$ cat src/rtl/dshot_command_controller_pkg.sv
// Shared definitions for the DShot command controller: FSM encoding,
// protocol constants and the 4-bit frame checksum.
package dshot_command_controller_pkg;

  typedef enum logic [1:0] {
    ST_DISARMED = 2'd0,
    ST_ARMING   = 2'd1,
    ST_ARMED    = 2'd2,
    ST_FAILSAFE = 2'd3
  } state_t;

  localparam int SPECIAL_CMD_MAX = 47;
  localparam int THROTTLE_OFFSET = 48;

  // v is the 12-bit payload (speed + telemetry bit)
  function automatic logic [3:0] dshot_crc(input logic [11:0] v);
    logic [11:0] x;
    x = v ^ (v >> 4) ^ (v >> 8);
    return x[3:0];
  endfunction

endpackage

$ cat src/rtl/dshot_command_controller_processing.sv
// Purely combinational DShot frame decoder: checksum test and speed-field
// classification into zero / special command / throttle.
module dshotProcessing
  import dshot_command_controller_pkg::*;
(
  input  logic [15:0] i_frame_data,
  output logic        o_crc_ok,
  output logic        o_telem,
  output logic        o_is_zero,
  output logic        o_is_cmd,
  output logic [5:0]  o_cmd,
  output logic [10:0] o_throttle
);

  logic [10:0] w_speed;

  assign w_speed    = i_frame_data[15:5];
  assign o_telem    = i_frame_data[4];
  assign o_crc_ok   = (dshot_crc(i_frame_data[15:4]) == i_frame_data[3:0]);
  assign o_is_zero  = (w_speed == 11'd0);
  assign o_is_cmd   = (w_speed != 11'd0) && (w_speed <= 11'(SPECIAL_CMD_MAX));
  assign o_cmd      = w_speed[5:0];
  // only meaningful when the frame is neither zero nor a command
  assign o_throttle = w_speed - 11'(THROTTLE_OFFSET);

endmodule

$ cat src/rtl/dshot_command_controller.sv
// DShot command controller: arming sequence, throttle hold, special-command
// qualification by repetition, link timeout and failsafe.
module dshot_command_controller
  import dshot_command_controller_pkg::*;
#(
  parameter int ARM_FRAMES     = 10,
  parameter int CMD_REPEAT     = 6,
  parameter int TIMEOUT_CYCLES = 100000
) (
  input  logic        clk,
  input  logic        rst_n,
  input  logic        frame_valid,
  input  logic [15:0] frame_data,
  output logic [10:0] throttle,
  output logic        throttle_valid,
  output logic [5:0]  cmd_out,
  output logic        cmd_valid,
  output logic        telem_req,
  output logic        armed,
  output logic        failsafe,
  output logic [7:0]  crc_err_count
);

  localparam int AW = $clog2(ARM_FRAMES + 1);
  localparam int RW = $clog2(CMD_REPEAT + 1);
  localparam int TW = $clog2(TIMEOUT_CYCLES + 1);

  logic        w_crc_ok;
  logic        w_telem;
  logic        w_is_zero;
  logic        w_is_cmd;
  logic [5:0]  w_cmd;
  logic [10:0] w_throttle_dec;

  dshotProcessing u_decode (
    .i_frame_data (frame_data),
    .o_crc_ok     (w_crc_ok),
    .o_telem      (w_telem),
    .o_is_zero    (w_is_zero),
    .o_is_cmd     (w_is_cmd),
    .o_cmd        (w_cmd),
    .o_throttle   (w_throttle_dec)
  );

  state_t        r_state, w_state_next;
  logic [AW-1:0] r_arm_cnt, w_arm_cnt_next;
  logic [RW-1:0] r_rep_cnt, w_rep_cnt_next;
  logic [5:0]    r_last_cmd, w_last_cmd_next;
  logic [TW-1:0] r_timer, w_timer_next;
  logic [10:0]   r_throttle, w_throttle_next;
  logic          r_throttle_valid, w_throttle_valid_next;
  logic [5:0]    r_cmd_out, w_cmd_out_next;
  logic          r_cmd_valid, w_cmd_valid_next;
  logic          r_telem_req, w_telem_req_next;
  logic [7:0]    r_crc_err, w_crc_err_next;

  logic w_frame_ok;
  logic w_expired;

  assign w_frame_ok = frame_valid && w_crc_ok;
  // expiry is the decrement from 1 to 0; a good frame in that cycle wins
  assign w_expired  = !w_frame_ok && (r_timer == TW'(1));

  always_comb begin
    w_state_next          = r_state;
    w_arm_cnt_next        = r_arm_cnt;
    w_rep_cnt_next        = r_rep_cnt;
    w_last_cmd_next       = r_last_cmd;
    w_timer_next          = r_timer;
    w_throttle_next       = r_throttle;
    w_throttle_valid_next = 1'b0;
    w_cmd_out_next        = r_cmd_out;
    w_cmd_valid_next      = 1'b0;
    w_telem_req_next      = 1'b0;
    w_crc_err_next        = r_crc_err;

    if (frame_valid && !w_crc_ok && (r_crc_err != 8'hFF)) begin
      w_crc_err_next = r_crc_err + 8'd1;
    end

    if (w_frame_ok) begin
      w_timer_next = TW'(TIMEOUT_CYCLES);
    end else if (r_timer != '0) begin
      w_timer_next = r_timer - TW'(1);
    end

    case (r_state)
      ST_DISARMED, ST_FAILSAFE: begin
        if (w_frame_ok && w_is_zero) begin
          if (ARM_FRAMES <= 1) begin
            w_state_next   = ST_ARMED;
            w_arm_cnt_next = '0;
          end else begin
            w_state_next   = ST_ARMING;
            w_arm_cnt_next = AW'(1);
          end
        end
      end

      ST_ARMING: begin
        if (w_frame_ok) begin
          if (w_is_zero) begin
            if (int'(r_arm_cnt) + 1 >= ARM_FRAMES) begin
              w_state_next   = ST_ARMED;
              w_arm_cnt_next = '0;
            end else begin
              w_arm_cnt_next = r_arm_cnt + AW'(1);
            end
          end else begin
            w_state_next   = ST_DISARMED;
            w_arm_cnt_next = '0;
          end
        end else if (w_expired) begin
          w_state_next   = ST_DISARMED;
          w_arm_cnt_next = '0;
        end
      end

      ST_ARMED: begin
        if (w_frame_ok) begin
          w_telem_req_next = w_telem;
          if (w_is_zero) begin
            w_throttle_next       = 11'd0;
            w_throttle_valid_next = 1'b1;
            w_rep_cnt_next        = '0;
          end else if (w_is_cmd) begin
            if ((r_rep_cnt != '0) && (w_cmd == r_last_cmd)) begin
              // saturates at CMD_REPEAT so a held command fires only once
              if (int'(r_rep_cnt) < CMD_REPEAT) begin
                w_rep_cnt_next = r_rep_cnt + RW'(1);
                if (int'(r_rep_cnt) + 1 == CMD_REPEAT) begin
                  w_cmd_out_next   = w_cmd;
                  w_cmd_valid_next = 1'b1;
                end
              end
            end else begin
              w_rep_cnt_next  = RW'(1);
              w_last_cmd_next = w_cmd;
              if (CMD_REPEAT <= 1) begin
                w_cmd_out_next   = w_cmd;
                w_cmd_valid_next = 1'b1;
              end
            end
          end else begin
            w_throttle_next       = w_throttle_dec;
            w_throttle_valid_next = 1'b1;
            w_rep_cnt_next        = '0;
          end
        end else if (w_expired) begin
          w_state_next          = ST_FAILSAFE;
          w_throttle_next       = 11'd0;
          w_throttle_valid_next = 1'b1;
          w_rep_cnt_next        = '0;
        end
      end

      default: begin
        w_state_next = ST_DISARMED;
      end
    endcase
  end

  always_ff @(posedge clk) begin
    if (!rst_n) begin
      r_state          <= ST_DISARMED;
      r_arm_cnt        <= '0;
      r_rep_cnt        <= '0;
      r_last_cmd       <= '0;
      r_timer          <= TW'(TIMEOUT_CYCLES);
      r_throttle       <= '0;
      r_throttle_valid <= 1'b0;
      r_cmd_out        <= '0;
      r_cmd_valid      <= 1'b0;
      r_telem_req      <= 1'b0;
      r_crc_err        <= '0;
    end else begin
      r_state          <= w_state_next;
      r_arm_cnt        <= w_arm_cnt_next;
      r_rep_cnt        <= w_rep_cnt_next;
      r_last_cmd       <= w_last_cmd_next;
      r_timer          <= w_timer_next;
      r_throttle       <= w_throttle_next;
      r_throttle_valid <= w_throttle_valid_next;
      r_cmd_out        <= w_cmd_out_next;
      r_cmd_valid      <= w_cmd_valid_next;
      r_telem_req      <= w_telem_req_next;
      r_crc_err        <= w_crc_err_next;
    end
  end

  assign throttle       = r_throttle;
  assign throttle_valid = r_throttle_valid;
  assign cmd_out        = r_cmd_out;
  assign cmd_valid      = r_cmd_valid;
  assign telem_req      = r_telem_req;
  assign armed          = (r_state == ST_ARMED);
  assign failsafe       = (r_state == ST_FAILSAFE);
  assign crc_err_count  = r_crc_err;

endmodule

$ cat config.mk
export PLATFORM = sky130hd
export DESIGN_NAME = dshot_command_controller
export DESIGN_NICKNAME = d
export VERILOG_FILES = /design/src/rtl/dshot_command_controller_pkg.sv /design/src/rtl/dshot_command_controller_processing.sv /design/src/rtl/dshot_command_controller.sv
export SDC_FILE = /design/constraint.sdc
export NUM_CORES = 1
export LEC_CHECK = 0
export BUFFER_PORTS_ARGS = -buffer_cell sky130_fd_sc_hd__buf_2
export CAP_MARGIN = 0
export CORE_MARGIN = 2
export CORE_UTILIZATION = 47
export DETAILED_ROUTE_END_ITERATION = 12
export GPL_ROUTABILITY_DRIVEN = 0
export GPL_TIMING_DRIVEN = 0
export PLACE_DENSITY = 0.71
export SLEW_MARGIN = 25
export SYNTH_ARGS = -nofsm -noshare
export SYNTH_HDL_FRONTEND = slang
export SYNTH_SLANG_ARGS = --single-unit
$ cat constraint.sdc
create_clock -name clk -period 3.4 [get_ports clk]
set_input_delay 0.34 -clock clk [delete_from_list [all_inputs] [get_ports clk]]
set_output_delay 0.34 -clock clk [all_outputs]
set_load 0.02 [all_outputs]
Yosys cells after proc, flatten, opt, wreduce, memory -nomap -nowiden
Cells that the tools add are included.

Register bits after elaboration: 60. Output and inout bits: 30.

Add/subtract/negate cells: 7. $lt $le $gt $ge: 3. Eq/ne operators: 15. Muxes and demuxes: 29. Bitwise logic cells: 9. Reductions and logical operators: 27.

Operator list (number): $mux 11 (4); $mux 4 (5); $mux 3 (6); $eq 17x1->1 const B (1); $reduce_bool 17->1 (1); $sub 17x1->17 const B (1); $mux 2 (7); $reduce_and 3->1 (4); $le 11x6->1 const B (1); $logic_not 11->1 (1); $reduce_bool 11->1 (1); $sub 11x6->11 const B (1); $reduce_and 5->1 (2); $add 8x1->8 const B (1); $ne 8x8->1 const B (1); $pmux 4 s2 (1); $xor 4x4->4 (2); $logic_and 1x1->1 (7); $not 1->1 (7); $reduce_and 7->1 (1); $reduce_or 7->1 (1); $eq 6x6->1 (1); $ne 3x3->1 const B (2); $pmux 2 s3 (1); other kinds (21) (30).

Depth between registers and ports, before layout
Depth after elaboration: 9. Gate-level depth with buffers: 11. Mapped depth without buffers: 8.

By module
Synthesis repeated with hierarchy kept, for this count alone.

Cells, all modules: 377. Area total of the unflattened synthesis: 3374.5 sq um.

By module, submodules not included: dshot_command_controller (times used 1, cells each 328, area an instance 2984.1 sq um, seq. area each 1201.2 sq um); dshotProcessing (times used 1, cells each 49, area an instance 390.4 sq um, seq. area each 0.0 sq um).

Worst setup path after synthesis
OpenSTA, ideal clock, no wires.

Kind: input port to flip-flop. Start point: input port frame_data[10]. End point: register r_throttle[0] (netlist: throttle[0]). Library setup time: 0.118 ns. Arrival time: 2.298 ns. Required time: 3.282 ns. Slack: 0.983 ns. Stages on the path: 11. Cells stage by stage: buf_2 inv_1 ha_1 or4b_4 nor2_2 and4b_4 and2_1 or3_1 buf_6 buf_12 mux2i_1.

Longest elaborated chain between the ends: 8. Elaborated cells between the ends (all ways): 15. Classes of those cells: order compare (1); eq/ne (2); mux (2); bitwise (2); reduce/logical (8).

RTL lines: start: declaration (RTL line dshot_command_controller.sv:13) `input logic [15:0] frame_data,`; parallel branches: the longest is 8 deep, another holds $le 11x6->1; end signal: assignment (RTL line dshot_command_controller.sv:182) `r_throttle <= w_throttle_next;`; end: declaration (RTL line dshot_command_controller.sv:50) `logic [10:0] r_throttle, w_throttle_next;`.

Several ways; the timed one is not identified. A chain may end at the register's enable or synchronous reset.

Final worst setup path
Start point: register r_timer[8]. End point: register r_throttle[1] (netlist: throttle[1]).

Longest elaborated chain between the ends: 4.

RTL lines: start: declaration (RTL line dshot_command_controller.sv:49) `logic [TW-1:0] r_timer, w_timer_next;`; start signal: assignment (RTL line dshot_command_controller.sv:169) `r_timer <= TW'(TIMEOUT_CYCLES);`; start signal: assignment (RTL line dshot_command_controller.sv:181) `r_timer <= w_timer_next;`; $eq 17x1->1 (RTL line dshot_command_controller.sv:62) `assign w_expired = !w_frame_ok && (r_timer == TW'(1));`; $logic_and 1x1->1 (RTL line dshot_command_controller.sv:62); $reduce_bool 2->1 (no source line); $reduce_and 3->1 (no source line).

No other way between the ends.

==> flow_summary.json <==
{
  "layout-drive-gt1-share_pct": 17.8,
  "row_count": 30,
  "drc": 0,
  "worst_path_dominant_cell_family": "simple AND/OR/NAND/NOR gates",
  "antenna_cells": 0,
  "clock-sinks": 60,
  "grt_first_pass_wirelength_um": 11900,
  "number_of_global_route_vias_before_repair": 2624,
  "multi_input_area_um2": 2000,
  "detailed_place_hpwl_um": 5350,
  "starting_density_of_the_core_pct": 49.2,
  "hold_viol": 0,
  "route.detailed.wl_per_inst_um": 13.7,
  "post_synth.cell_area_avg_um2": 8.87,
  "synth_fp_nets": 416,
  "cts_resized": 0,
  "vias": 2795,
  "layout.area.seq_um2": 1200,
  "totalWireLength_um": 7300,
  "cp.buffers_inverters": 2,
  "synth.yosys.warnings": 0,
  "detail_route.vias_per_cell": 5.23,
  "report.final.setup_viol": 0,
  "fill_cells": 627,
  "critical_path.slowest_cell": "or4_4",
  "iteration_count_of_the_initial_detailed_routing_pass": 4,
  "leakage_nw": 1.67,
  "largest_net_degree_at_the_start_of_global_routing": 12,
  "setup-tns-final_ns": 0,
  "post_synth_instance_area_um2": 3380,
  "worst_path_largest_cell_delay_ns": 0.57,
  "synth_area_leader_cell": "dfxtp_1",
  "worstPathRequired_ns": 3.63,
  "synth-async-reset-ratio_pct": 0,
  "end_kind": "register",
  "tritoncts.num_buffers": 9,
  "cp_data_arrival_time_ns": 2.61,
  "relSlewSlack_pct": 46.6,
  "synth.yosys.seq_area_share_pct": 35.6,
  "globalRouteOverflowTotal": 0,
  "rsz_0062_raised_after_global_routing": "false",
  "number_of_instances_in_the_placed_design": 518,
  "crit_path_cell_trace": "or4_4 -> and3b_2 -> nand4b_4 -> a21boi_4 -> or3_1 -> buf_6 -> buf_12 -> mux2i_1",
  "grt_usage_pct": 19.2,
  "outcome": "finished, final reports clean",
  "instances_no_fill": 534,
  "fin_crit_sh_pct": 70.1,
  "crit_type": "register to register",
  "dp_slack_ns": 0.695,
  "floorplan.die.height_um": 88.8,
  "clock_latency_ns": 0.35,
  "areaGrowthSynthToFinish_pct": 15.8,
  "ctsRootBufferMaster": "clkbuf_8",
  "report.final.slew_viol_count": 0,
  "layout.nets": 468,
  "cts_htree_levels": 3,
  "port_buffers": 41,
  "drt_first_iter_violations": 160,
  "tritoncts": "yes",
  "timing.final.crit_period_ns": 2.38,
  "hold_buffers": 0,
  "clk_pin_slew_worst_paths_ns": 0.07,
  "max_clock_buf_depth": 2,
  "number_of_enable_flip_flop_cells_after_synthesis": 0,
  "final.setup_skew_ns": 0.00647,
  "critical_path.max_fanout": 10,
  "maxClockFrequency_mhz": 420,
  "floorplan.die.width_um": 88.8,
  "core_area_um2": 6870,
  "synth.distinct_cells": 55,
  "detail-route-antenna-nets": 0,
  "grt_antenna_before_repair": 0,
  "ioPinCount": 49,
  "worst_hold_path_type": "primary input to register",
  "synth.top_cell.area_share_pct": 35.6,
  "power_per_cell_area_nw_per_um2": 417,
  "fp.dieArea_um2": 7880,
  "yosys_most_used_dff": "dfxtp_1",
  "post-cts-setup-buffer-count": 0,
  "worst_slack_ns": 1.02,
  "irDropWorstVdd_mv": 0.217,
  "max_cap_viol_count": 0,
  "yosys_register_bits": 60,
  "max_slew.worst_pin.slew_ns": 0.796,
  "synth_cells": 381,
  "start_kind": "register",
  "yosys-top-cells-area": "dfxtp_1, mux2i_1, xnor2_1"
}
[final cells by class]
class | count | area share, %
Multi-Input combinational cell | 285 | 51.2
Tap cell | 96 | 3.07
Clock inverter | 6 | 1.63
Sequential cell | 60 | 30.7
Clock buffer | 10 | 3.52
Inverter | 17 | 1.63
Buffer | 19 | 3.04
Timing Repair Buffer | 41 | 5.25
[report_power, final]
| group | internal (mW) | switching, mW | total [mW] |
|---|---|---|---|
| clock | 0.356 | 0.297 | 0.653 |
| sequential | 0.730 | 0.0315 | 0.762 |
| combinational | 0.0859 | 0.130 | 0.216 |
| total | 1.17 | 0.458 | 1.63 |
[final timing paths]
path	startpoint	to	slack [ns]	cells past startpoint
worst max-delay path	r_timer[8]$_SDFFE_PP0P_	throttle[1]$_SDFFE_PN0P_	1.02	8
worst min-delay path	frame_data[6]	cmd_out[1]$_SDFFE_PN0P_	0.30	3
worst max register to register	r_timer[8]$_SDFFE_PP0P_	throttle[1]$_SDFFE_PN0P_	1.02	8
worst min register to register	throttle[8]$_SDFFE_PN0P_	throttle[8]$_SDFFE_PN0P_	0.46	2
[cells in the final DEF (no fill, tap or decap), drive strengths merged, types with 3 or more instances in the layout]
| master | instances |
|---|---|
| o2111ai | 3 |
| and4 | 4 |
| clkbuf | 20 |
| ha | 16 |
| inv | 17 |
| buf | 50 |
| and2 | 3 |
| xor2 | 14 |
| and3b | 3 |
| nand2 | 33 |
| nor2 | 46 |
| clkinv | 3 |
| o211ai | 3 |
| nand2b | 3 |
| nand3 | 21 |
| mux2i | 26 |
| a211oi | 3 |
| dfxtp | 60 |
| nor4b | 5 |
| or3 | 4 |
| nor3 | 13 |
| nor4 | 8 |
| nor2b | 3 |
| nand4 | 8 |
| or4 | 3 |
| o21ai | 12 |
| xnor2 | 29 |
[logic make-up after synthesis]
kind of cell    Yosys count  share of synthesized area [%]
buf+inv                  36                           5.41
compound gates           35                           7.48
simple gates            165                           26.8
mux                      26                           7.70
flops                    60                           35.6
xor+xnor                 43                           11.1
fa+ha+maj                16                           5.93
[worst min-delay path, cell delays in order]
cell and delay, ns:
buf_6 0.11, mux2i_1 0.07, nor2_1 0.08
[per-stage QoR]
step / util [%] / total power [mW] / area (µm²) / hold WS (ns)
3_5_place_dp: 53.9 / 0.990 / 3700 / 0.456
2_1_floorplan: - / 0.934 / 3380 / 0.466
5_1_grt: 56.9 / 1.70 / 3910 / 0.295
6_report: 56.9 / 1.63 / 3910 / 0.295
4_1_cts: 56.8 / 1.64 / 3910 / 0.293
3_3_place_gp: 53.9 / 0.986 / 3700 / 0.443
[per-layer routing]
layer,track usage [%],up-vias,share of wire (%)
met5,0,-,0
met4,7.71,0,1.8
met3,5.13,13,3.5
met2,30.1,46,46
met1,25.3,1305,49
li1,-,1431,-
[state kept, by name (all words and copies together) (netlist names)]
name	flops
r_state	2
throttle	11
r_timer	17
crc_err_count	8
throttle_valid	1
cmd_out	6
r_rep_cnt	3
r_arm_cnt	4
telem_req	1
cmd_valid	1
r_last_cmd	6
[cells in the mapped netlist, drive strengths merged, types with 2 or more instances]
cell,instances
and2,3
inv,17
nor4,8
nand2,33
and3b,3
or3,4
a31oi,2
or4,3
and3,2
ha,16
nand3,21
xnor2,29
nor2,46
o211ai,3
nand4,8
nand2b,3
a211oi,3
buf,9
mux2i,26
nor2b,3
o2111ai,3
nor4b,5
nor3,13
nand4b,2
and4,4
o21ai,12
xor2,14
clkbuf,10
dfxtp,60
a21oi,2
No activity file was read; power rests on OpenSTA's default activity.
